`src/rtl/multdiv_pkg.sv`:
```
// ============================================================================
// Module      : multdiv_pkg
// Description : Shared constants and FSM state type for the multiply/divide unit.
// Revision    : 1.0 - initial release
// ============================================================================
`default_nettype none

package multdiv_pkg;

    localparam int          ITERS   = 32;
    localparam int          CNT_W   = 6;
    localparam logic [31:0] INT_MIN = 32'h8000_0000;

    typedef enum logic [1:0] {
        IDLE = 2'd0,
        MUL  = 2'd1,
        DIV  = 2'd2,
        FIX  = 2'd3
    } state_t;

endpackage

`default_nettype wire

```
`src/rtl/multdiv_step.sv`:
```
// ============================================================================
// Module      : multdiv_step
// Description : One iteration of shift-add multiply or restoring divide.
// Revision    : 1.0 - initial release
// ============================================================================
`default_nettype none

module multdiv_step #(
    parameter int WIDTH = 32
) (
    input  logic               i_div_mode,
    input  logic [2*WIDTH-1:0] i_acc,
    input  logic [WIDTH-1:0]   i_rem,
    input  logic [WIDTH-1:0]   i_opnd,
    output logic [2*WIDTH-1:0] o_acc,
    output logic [WIDTH-1:0]   o_rem
);

    logic [WIDTH:0] w_sum;
    logic [WIDTH:0] w_shifted;
    logic [WIDTH:0] w_trial;

    always_comb begin
        w_sum     = {1'b0, i_acc[2*WIDTH-1:WIDTH]} + (i_acc[0] ? {1'b0, i_opnd} : {(WIDTH+1){1'b0}});
        w_shifted = {i_rem, i_acc[WIDTH-1]};
        w_trial   = w_shifted - {1'b0, i_opnd};
        o_acc     = {w_sum, i_acc[WIDTH-1:1]};
        o_rem     = i_rem;
        // Divide keeps the quotient in the low half; the remainder stays below the divisor.
        if (i_div_mode) begin
            o_acc = {i_acc[2*WIDTH-1:WIDTH], i_acc[WIDTH-2:0], ~w_trial[WIDTH]};
            o_rem = w_trial[WIDTH] ? w_shifted[WIDTH-1:0] : w_trial[WIDTH-1:0];
        end
    end

endmodule

`default_nettype wire

```
`src/rtl/multdiv_unit.sv`:
```
// ============================================================================
// Module      : multdiv_unit
// Description : Sequential signed 32-bit multiply/divide, one bit per cycle.
// Revision    : 1.0 - initial release
// ============================================================================
`default_nettype none

module multdiv_unit
    import multdiv_pkg::*;
#(
    parameter int WIDTH = 32
) (
    input  logic             clock,
    input  logic             reset,
    input  logic [WIDTH-1:0] data_operandA,
    input  logic [WIDTH-1:0] data_operandB,
    input  logic             ctrl_MULT,
    input  logic             ctrl_DIV,
    output logic [WIDTH-1:0] data_result,
    output logic             data_exception,
    output logic             data_resultRDY
);

    state_t               r_state;
    state_t               w_next;
    logic [CNT_W-1:0]     r_cnt;
    logic [2*WIDTH-1:0]   r_acc;
    logic [WIDTH-1:0]     r_rem;
    logic [WIDTH-1:0]     r_opnd;
    logic                 r_sign;
    logic                 r_div;
    logic [WIDTH-1:0]     r_result;
    logic                 r_exc;
    logic                 r_rdy;

    logic                 w_start;
    logic                 w_start_div;
    logic                 w_last;
    logic [WIDTH-1:0]     w_mag_a;
    logic [WIDTH-1:0]     w_mag_b;
    logic [2*WIDTH-1:0]   w_acc_nxt;
    logic [WIDTH-1:0]     w_rem_nxt;
    logic [2*WIDTH-1:0]   w_prod_s;
    logic [WIDTH-1:0]     w_quot;
    logic                 w_mul_ovf;
    logic                 w_div_zero;
    logic                 w_div_ovf;

    assign w_start     = ctrl_MULT | ctrl_DIV;
    assign w_start_div = ctrl_DIV & ~ctrl_MULT;
    assign w_last      = (r_cnt == CNT_W'(ITERS - 1));
    assign w_mag_a     = data_operandA[WIDTH-1] ? -data_operandA : data_operandA;
    assign w_mag_b     = data_operandB[WIDTH-1] ? -data_operandB : data_operandB;

    // Sign is applied only after the magnitude iteration completes.
    assign w_prod_s   = r_sign ? -r_acc : r_acc;
    assign w_quot     = r_sign ? -r_acc[WIDTH-1:0] : r_acc[WIDTH-1:0];
    assign w_mul_ovf  = ~(&w_prod_s[2*WIDTH-1:WIDTH-1]) & (|w_prod_s[2*WIDTH-1:WIDTH-1]);
    assign w_div_zero = (r_opnd == '0);
    assign w_div_ovf  = ~r_sign & (r_acc[WIDTH-1:0] == INT_MIN);

    multdiv_step #(
        .WIDTH (WIDTH)
    ) u_step (
        .i_div_mode (r_div),
        .i_acc      (r_acc),
        .i_rem      (r_rem),
        .i_opnd     (r_opnd),
        .o_acc      (w_acc_nxt),
        .o_rem      (w_rem_nxt)
    );

    always_comb begin
        w_next = r_state;
        if (w_start) begin
            w_next = ctrl_MULT ? MUL : DIV;
        end else begin
            case (r_state)
                MUL, DIV: if (w_last) w_next = FIX;
                FIX:      w_next = IDLE;
                default:  w_next = r_state;
            endcase
        end
    end

    always_ff @(posedge clock) begin
        if (!reset) begin
            r_state <= IDLE;
        end else begin
            r_state <= w_next;
        end
    end

    always_ff @(posedge clock) begin
        if (!reset) begin
            r_cnt    <= '0;
            r_acc    <= '0;
            r_rem    <= '0;
            r_opnd   <= '0;
            r_sign   <= 1'b0;
            r_div    <= 1'b0;
            r_result <= '0;
            r_exc    <= 1'b0;
            r_rdy    <= 1'b0;
        end else begin
            r_rdy <= 1'b0;
            if (w_start) begin
                r_cnt  <= '0;
                r_sign <= data_operandA[WIDTH-1] ^ data_operandB[WIDTH-1];
                r_div  <= w_start_div;
                r_acc  <= {{WIDTH{1'b0}}, (w_start_div ? w_mag_a : w_mag_b)};
                r_opnd <= w_start_div ? w_mag_b : w_mag_a;
                r_rem  <= '0;
            end else if (r_state == MUL || r_state == DIV) begin
                r_acc <= w_acc_nxt;
                r_rem <= w_rem_nxt;
                r_cnt <= r_cnt + CNT_W'(1);
            end else if (r_state == FIX) begin
                r_rdy <= 1'b1;
                if (r_div) begin
                    r_result <= w_div_zero ? '0 : (w_div_ovf ? INT_MIN : w_quot);
                    r_exc    <= w_div_zero | w_div_ovf;
                end else begin
                    r_result <= w_prod_s[WIDTH-1:0];
                    r_exc    <= w_mul_ovf;
                end
            end
        end
    end

    assign data_result    = r_result;
    assign data_exception = r_exc;
    assign data_resultRDY = r_rdy;

endmodule

`default_nettype wire

```
`config.mk`:
```
export PLATFORM = sky130hd
export DESIGN_NAME = multdiv_unit
export DESIGN_NICKNAME = d
export VERILOG_FILES = /design/src/rtl/multdiv_pkg.sv /design/src/rtl/multdiv_step.sv /design/src/rtl/multdiv_unit.sv
export SDC_FILE = /design/constraint.sdc
export NUM_CORES = 1
export LEC_CHECK = 0
export CAP_MARGIN = 5
export CORE_UTILIZATION = 42
export CTS_CLUSTER_DIAMETER = 80
export DETAILED_ROUTE_END_ITERATION = 16
export PLACE_DENSITY = 0.59
export SLEW_MARGIN = 0
export SYNTH_ARGS = -nofsm -noshare
export SYNTH_HDL_FRONTEND = slang
export SYNTH_HIERARCHICAL = 1
export SYNTH_SLANG_ARGS = --single-unit
```
`constraint.sdc`:
```
create_clock -name clock -period 3.9 [get_ports clock]
set_input_delay 0.585 -clock clock [delete_from_list [all_inputs] [get_ports clock]]
set_output_delay 0.585 -clock clock [all_outputs]
set_load 0.02 [all_outputs]
```
Word level (Yosys, flattened, before mapping)
Cells that the tools add are included.

storage, ports and cells
  input port bits = 68
  output and inout bits = 34
  register bits after elaboration = 172
  word-level logic and storage cells = 71

cells by class
  muxes and demuxes = 20
  add/subtract/negate cells = 7
  reduce and logical (&&, ||, !) cells = 13
  equal/unequal tests = 6
  bitwise operators = 14

operators with widths
  kind                                            count
  two-way mux 32 bit                              13
  negator 32 bit                                  3
  two-way mux 64 bit                              1
  negator 64 bit                                  1
  adder 32 x 32 -> 33 bit                         1
  AND reduction 33 bit                            1
  OR reduction 33 bit                             1
  subtractor 33 x 32 -> 33 bit                    1
  == test 32 bit (second input constant)          1
  zero test 32 bit                                1
  NOT 1 bit                                       8
  adder 6 x 1 -> 6 bit (second input constant)    1
  == test 6 x 5 -> 1 bit (second input constant)  1
  two-way mux 2 bit                               3
  AND reduction 2 bit                             3
  == test 2 bit (second input constant)           2
  case mux 2 bit (2 select lines)                 1
  OR reduction 2 bit                              2
  AND 1 bit                                       3
  inequality test 3 bit (second input constant)   1
  AND reduction 3 bit                             1
  nonzero test 3 bit                              1
  OR reduction 3 bit                              1
  == test 2 x 1 -> 1 bit (second input constant)  1
  other kinds (5)                                 7

Longest topological paths before layout
Gate-level depths: netlist (run 1).

  word-level depth = 6
  gate-level depth with buffers = 16
  mapped depth without buffers = 14

Modules after synthesis
Netlist (run 1), hierarchy kept.

by module, submodules not included
  module        seq. area each (um2)  area an instance (um2)  times used  cells an instance
  multdiv_unit  3443.3                10303.6                 1           1276
  multdiv_step  0.0                   4942.2                  1           717

Worst setup path after synthesis (run 1)
OpenSTA, ideal clock, no wires.

  path kind = reg2reg
  start = register r_acc[0]
  end = register r_exc, in the netlist data_exception
  path buffers = 1
  library setup time = 0.116 ns
  required time = 3.784 ns
  cell stages (with the launch flop) = 13
  period minus slack after synthesis = 3.588 ns
  arrival = 3.472 ns
  slack = 0.312 ns
  path through = dfxtp_1 > inv_1 > ha_1 > nor4b_1 > nand4_2 > or4_4 > buf_6 > o41ai_2 > xnor2_1 > nand2_1 > or3_1 > or4_1 > o211a_1

on the way
  word-level cells in the longest chain between the ends = 6
  elaborated cells on any way between the ends = 10
  those cells by class = 1 x add/sub; 1 x eq/ne; 2 x mux; 4 x bitwise; 2 x reduce/logical

RTL lines
  item                      line                 source
  start: declaration        multdiv_unit.sv:27   logic [2*WIDTH-1:0] r_acc;
  start signal: assignment  multdiv_unit.sv:111  r_acc <= {{WIDTH{1'b0}}, (w_start_div ? w_mag_a : w_mag_b)};
  start signal: assignment  multdiv_unit.sv:115  r_acc <= w_acc_nxt;
  negator 64 bit            multdiv_unit.sv:56   assign w_prod_s = r_sign ? -r_acc : r_acc;
  two-way mux 64 bit        multdiv_unit.sv:56
  AND reduction 33 bit      multdiv_unit.sv:58   assign w_mul_ovf = ~(&w_prod_s[2*WIDTH-1:WIDTH-1]) & (|w_prod_s[2*WIDTH-1:WIDTH-1]);
  NOT 1 bit                 multdiv_unit.sv:58
  AND 1 bit                 multdiv_unit.sv:58
  two-way mux 1 bit (*)     multdiv_unit.sv:120  if (r_div) begin
  end signal: assignment    multdiv_unit.sv:122  r_exc <= w_div_zero | w_div_ovf;
  end signal: assignment    multdiv_unit.sv:125  r_exc <= w_mul_ovf;
  end: declaration          multdiv_unit.sv:33   logic r_exc;

Every way passes the cells marked *; elsewhere a longest branch is shown, timed or not.
A chain may end at the register's enable or synchronous reset.

Worst setup path in the final report (run 1)
  start = register r_acc[18]
  end = register r_exc, in the netlist data_exception

Same word-level chain as after synthesis.

==> qor.csv, run 1 <==
metric,value,unit
Synth top cells by count,"234 x nor2_1, 172 x dfxtp_1, 161 x nand2_1, 122 x o21ai_0, 118 x a21oi_1",
WP data required,4250,ps
Syn Inst Count,1993,
crit path launch type,flip-flop,
Slew headroom,22.9,%
Gate power share,28.2,%
Hold Path Depth,2,
1st-iter DRT viols,1251,
RSZ-0062 raised after global routing,no,
Synth Area per Inst,7.65,µm²
Worst Hold Path EP,data_result[4],
maxcap violations,0,
R2R Setup Slk,140,ps
Slew Limit Fails,0,
Site Rows,69,
DRC errors left,0,
input/output buffers,101,
Net Switching,0.00181,W
final instance area,17700,µm²
TritonCTS buffer count,17,
initial antenna violation count,1,
crit end category,flip-flop,
Hold Path Class,flip-flop to flip-flop,
Worst R2R Path Depth,9,
GR Util All Layers,27.6,%
fraction of registers with async set/reset,0,%
Static Leak,6.91,nW
Ys Warns,6,
fmax,0.266,GHz
status,completed,
largest net degree at the start of global routing,92,
DP HPWL,38800,µm
Final Hold Viols,0,
post-placement cell area,17100,µm²
die height,193,µm
Seq pwr share,37.5,%
number of synthesized flops with an enable pin,0,
DRT antenna net count,0,
Clock Power Share,34.3,%
Switching Fraction,34.6,%
Die W,193,µm
Synth Register Bits,172,
H-tree depth,4,
post-synth top area cell,dfxtp_1,
area share of the largest cell type after synthesis,22.6,%
routed via count,15300,
proportion of layout cells with a drive suffix above 1,10.5,%
full die area,37100,µm²
critical path arrival,4120,ps
routability cong.,0.973,
Worst-Skew Late Latency,460,ps
Reg-to-Reg End,data_exception,
vias per std cell,5.96,
worst r2r src,r_acc[18],
number of global-route vias before repair,13900,
min-delay src,data_result[4],
Worst-path clk slew,80,ps
"count leader, synth",nor2_1,
core area,35700,µm²
setup tns final,0,ps
hold-fix buffers at CTS,0,
Layout Nets,2228,
top_reg_cell synth,dfxtp_1,
drt pass-1 iters,5,
clk buf depth,2,
Cell Int Power,0.00342,W
clock root cell,clkbuf_16,
critical path peak fanout,11,
minimum clock period,3760,ps
slew at the pin closest to its max-slew limit,1150,ps
Post-Route WL,50900,µm
clock skew,18.6,ps
worst vdd ir,0.335,mV
Synth Cell Area,15200,µm²
synthesis-to-layout area growth,16.2,%
crit path kind,flip-flop to flip-flop,
"Seq/Total Area, Yosys",22.6,%
Clock Sinks,172,
total gr overflow,0,
first-pass GRT wire length,79300,µm
"Setup violations, final",0,
average wire per standard cell,19.9,µm
"Distinct cells, synth",89,
Initial Util,42.8,%
Post-CTS Setup Repair Bufs,0,
CTS tree,yes,
top cells by area in the synthesized netlist,"dfxtp_1 23%, mux2i_1 6.6%, xor2_1 5.8%, nor2_1 5.8%, ha_1 5.7%",
hold slack,467,ps
crit share post-route,96.5,%
syn nets,2132,
Power per Cell Area,295,nW/µm²
# IOs,102,
==> metrics by stage <==
step                setup slack, ps  power (W)  utilization [%]  instances
finish                          135    0.00523             49.7       2565
global placement                136    0.00343             48.0       2531
global route                   5.15    0.00547             49.7       2563
detailed placement             94.3    0.00345             48.0       2531
CTS                             144    0.00524             49.6       2563
floorplan                       312    0.00292                -       1993
==> area by class of cell <==
cell class	count	area (µm²)
fill	3573	17900
clock inverter	14	158
inverter	61	229
clock buffer	18	429
sequential	172	3450
antenna	2	5.00
multi-input combinational	1639	11100
tap	461	577
timing repair buffer	198	1760
==> critical path: stages, from the launching register on <==
cell     delay, ps
dfxtp_1        420
nor4_1         540
nand2_1        240
or4_4          680
or4_4          560
o31ai_1        260
xnor2_1        190
nand3_1        110
or4_1          420
o211a_1        230
==> kinds of logic after synthesis <==
kind of cell | synth area share (%)
flip-flops | 22.6
AND/OR/NAND/NOR | 22.6
XOR/XNOR | 10.3
multiplexers | 9.91
buffers and inverters | 4.76
AO/OA/AOI/OAI | 23.9
adder cells (fa/ha/maj) | 5.93
==> how the worst max path moves through the flow <==
stage	startpoint	to	slack, ps
final	r_acc[18]	data_exception	140
after global routing	r_acc[0]	r_acc[60]	5
after CTS	r_acc[18]	data_exception	140
after detailed placement	data_operandB[4]	r_opnd[30]	90
after global placement	data_operandB[4]	r_opnd[30]	140
after floorplan	r_acc[0]	data_exception	310
==> cell usage in the layout, fill, tap and decap left out, types with 41 or more instances in the layout <==
master,Yosys,layout
a211oi_1,47,47
a21oi_1,118,118
and2_1,42,41
buf_4,2,93
clkdlybuf4s50_1,0,98
dfxtp_1,172,170
ha_1,69,68
inv_1,60,60
mux2_2,44,44
mux2i_1,100,100
nand2_1,161,160
nor2_1,234,234
o21ai_0,122,122
xnor2_1,79,79
xor2_1,101,101
==> state kept, by name, indices dropped and copies added (netlist names) <==
name	count
r_rem	32
r_state	2
r_cnt	6
r_div	1
r_acc	64
r_sign	1
data_exception	1
r_opnd	32
data_result	32
data_resultRDY	1
==> power by group through the flow <==
stage	logic [W]	registers, W	clock network, W
4_1_cts	0.00146	0.00196	0.00182
5_1_grt	0.00160	0.00197	0.00191
3_3_place_gp	0.00144	0.00199	0
6_report	0.00147	0.00196	0.00180
2_1_floorplan	0.000971	0.00195	0
3_5_place_dp	0.00145	0.00200	0
==> per-layer routing <==
layer / GRT usage, % / vias up / wire, µm
li1: - / 7420 / -
met1: 38.3 / 7279 / 23600
met2: 43.7 / 519 / 23000
met3: 3.44 / 69 / 2800
met4: 9.99 / 0 / 1590
met5: 0 / - / 0
==> timing repair <==
item | 4_1_cts | 5_1_grt
resized for setup | 0 | 4
hold endpoints to repair | 0 | 0
setup endpoints to repair | 0 | 6
(Power assumes the default switching activity.)
==> inputs of run 2 (changes only) <==
--- a/config.mk
+++ b/config.mk
@@ -8,8 +8,9 @@
 export CAP_MARGIN = 5
 export CORE_UTILIZATION = 42
 export CTS_CLUSTER_DIAMETER = 80
+export CTS_CLUSTER_SIZE = 30
 export DETAILED_ROUTE_END_ITERATION = 16
-export PLACE_DENSITY = 0.59
+export PLACE_DENSITY = 0.61
 export SLEW_MARGIN = 0
 export SYNTH_ARGS = -nofsm -noshare
 export SYNTH_HDL_FRONTEND = slang
==> constraint.sdc (replaced) <==
create_clock -name clock -period 3.45 [get_ports clock]
set_input_delay 0.5175 -clock clock [delete_from_list [all_inputs] [get_ports clock]]
set_output_delay 0.5175 -clock clock [all_outputs]
set_load 0.02 [all_outputs]
==> run 2 against run 1 <==
Net effect: the flow now finishes with violations (setup timing); sequential power rose by 11%; clock power grew 17%; final cell count increased by 5.0%; combinational power rose by 28%; utilization rose by 3.5 points; flip-flop and latch count unchanged; worst setup slack lost 180 ps; critical path type unchanged.
==> qor.csv, run 2 (synthesis gave the netlist of run 1 again) <==
metric,value,unit
Net Switching,0.00209,W
Seq pwr share,35.4,%
Slew Limit Fails,0,
worst vdd ir,0.382,mV
Worst R2R Path Depth,12,
DRC errors left,0,
TritonCTS buffer count,17,
final instance area,19000,µm²
first-pass GRT wire length,81000,µm
Initial Util,42.8,%
GR Util All Layers,28.1,%
drt pass-1 iters,7,
Gate power share,30.5,%
WP data required,3790,ps
Top reg by flops,r_acc,
slew at the pin closest to its max-slew limit,1220,ps
clock root cell,clkbuf_16,
number of global-route vias before repair,14700,
largest net degree at the start of global routing,92,
Final Core Density,53.2,%
Final Hold Viols,0,
Clock Power Share,34.1,%
hold-fix buffers at CTS,0,
Static Leak,7.62,nW
crit end category,flip-flop,
vias per std cell,5.83,
failing checks,setup timing,
"most common cell after layout, fill and taps aside",nor2_1,
Largest register FFs,64,
1st-iter DRT viols,1228,
Worst-path clk slew,70,ps
Post-Place Setup Slack,-178,ps
total gr overflow,0,
Switching Fraction,34.0,%
Site Rows,69,
crit share post-route,101,%
Post-Route WL,52100,µm
die height,193,µm
core area,35700,µm²
clock skew,11.0,ps
full die area,37100,µm²
Cell Int Power,0.00406,W
initial antenna violation count,2,
critical path peak fanout,12,
Hold Path Depth,2,
clk buf depth,2,
Die W,193,µm
fmax,0.286,GHz
Slew headroom,18.7,%
Layout Nets,2357,
routed via count,15700,
synthesis-to-layout area growth,24.4,%
Power per Cell Area,324,nW/µm²
Final Total Pwr,0.00615,W
DP HPWL,39700,µm
crit path kind,flip-flop to flip-flop,
RSZ-0062 raised after global routing,yes,
Worst-Skew Late Latency,460,ps
average wire per standard cell,19.3,µm
CTS tree,yes,
most frequent cells in the layout,"233 x nor2_1, 221 x buf_4, 167 x dfxtp_1",
critical path arrival,3830,ps
status,"finished, violations left",
# IOs,102,
crit path launch type,flip-flop,
H-tree depth,4,
routability cong.,1.00,
input/output buffers,101,
"Setup violations, final",4,
Layout fillers,3406,
Hold Path Class,flip-flop to flip-flop,
setup tns final,-93.2,ps
Clock Sinks,172,
maxcap violations,0,
minimum clock period,3500,ps
proportion of layout cells with a drive suffix above 1,17.4,%
slack of the critical path,-46.2,ps
DRT antenna net count,0,
post-placement cell area,18000,µm²
run 2: timing repair:
item	in CTS	in global routing
buffers inserted	2	7
cloned	0	2
gates resized for setup	8	50
setup endpoints to repair	31	44
pin swaps	3	36
run 2: metal layers:
layer	global-route usage [%]	share of wire, %
met3	4.42	6.8
met4	11.3	3.4
met5	0	0
met1	38.2	45
met2	44.2	45
run 2: stage by stage:
step,hold WS (ps),cells
2_1_floorplan,453,1993
3_3_place_gp,452,2649
3_5_place_dp,459,2649
4_1_cts,468,2683
5_1_grt,487,2693
6_report,463,2693
run 2: power by group through the flow:
stage / Combinational [W] / Sequential [W] / Clock, W
after floorplan: 0.00110 / 0.00221 / 0
after global placement: 0.00179 / 0.00221 / 0
after detailed placement: 0.00180 / 0.00221 / 0
after CTS: 0.00182 / 0.00217 / 0.00214
after global routing: 0.00203 / 0.00218 / 0.00222
final: 0.00188 / 0.00217 / 0.00210
run 2: worst paths after layout:
path                  startpoint             end  slack [ps]
setup reg to reg       r_acc[31]  data_exception         -50
setup / recovery       r_acc[31]  data_exception         -50
hold reg to reg   data_result[3]  data_result[3]         460
hold / removal    data_result[3]  data_result[3]         460
run 2: final cells by class:
class,count,area [µm²],area share (%)
Clock inverter,12,156,0.825
Sequential cell,172,3450,18.2
Timing Repair Buffer,326,2730,14.4
Tap cell,461,577,3.04
Multi-Input combinational cell,1640,11400,59.9
Antenna cell,1,2.50,0.0132
Clock buffer,20,467,2.46
Inverter,61,229,1.21
run 2: worst max-delay path, stage by stage, from the launching register on:
cell	delay, ps
dfxtp_2	330
buf_4	200
nor4_4	300
nand2_1	140
buf_4	170
or4_4	510
buf_4	180
o41ai_1	440
xor2_1	310
nand4b_1	180
nor4_2	300
nand4_1	140
o211a_1	170
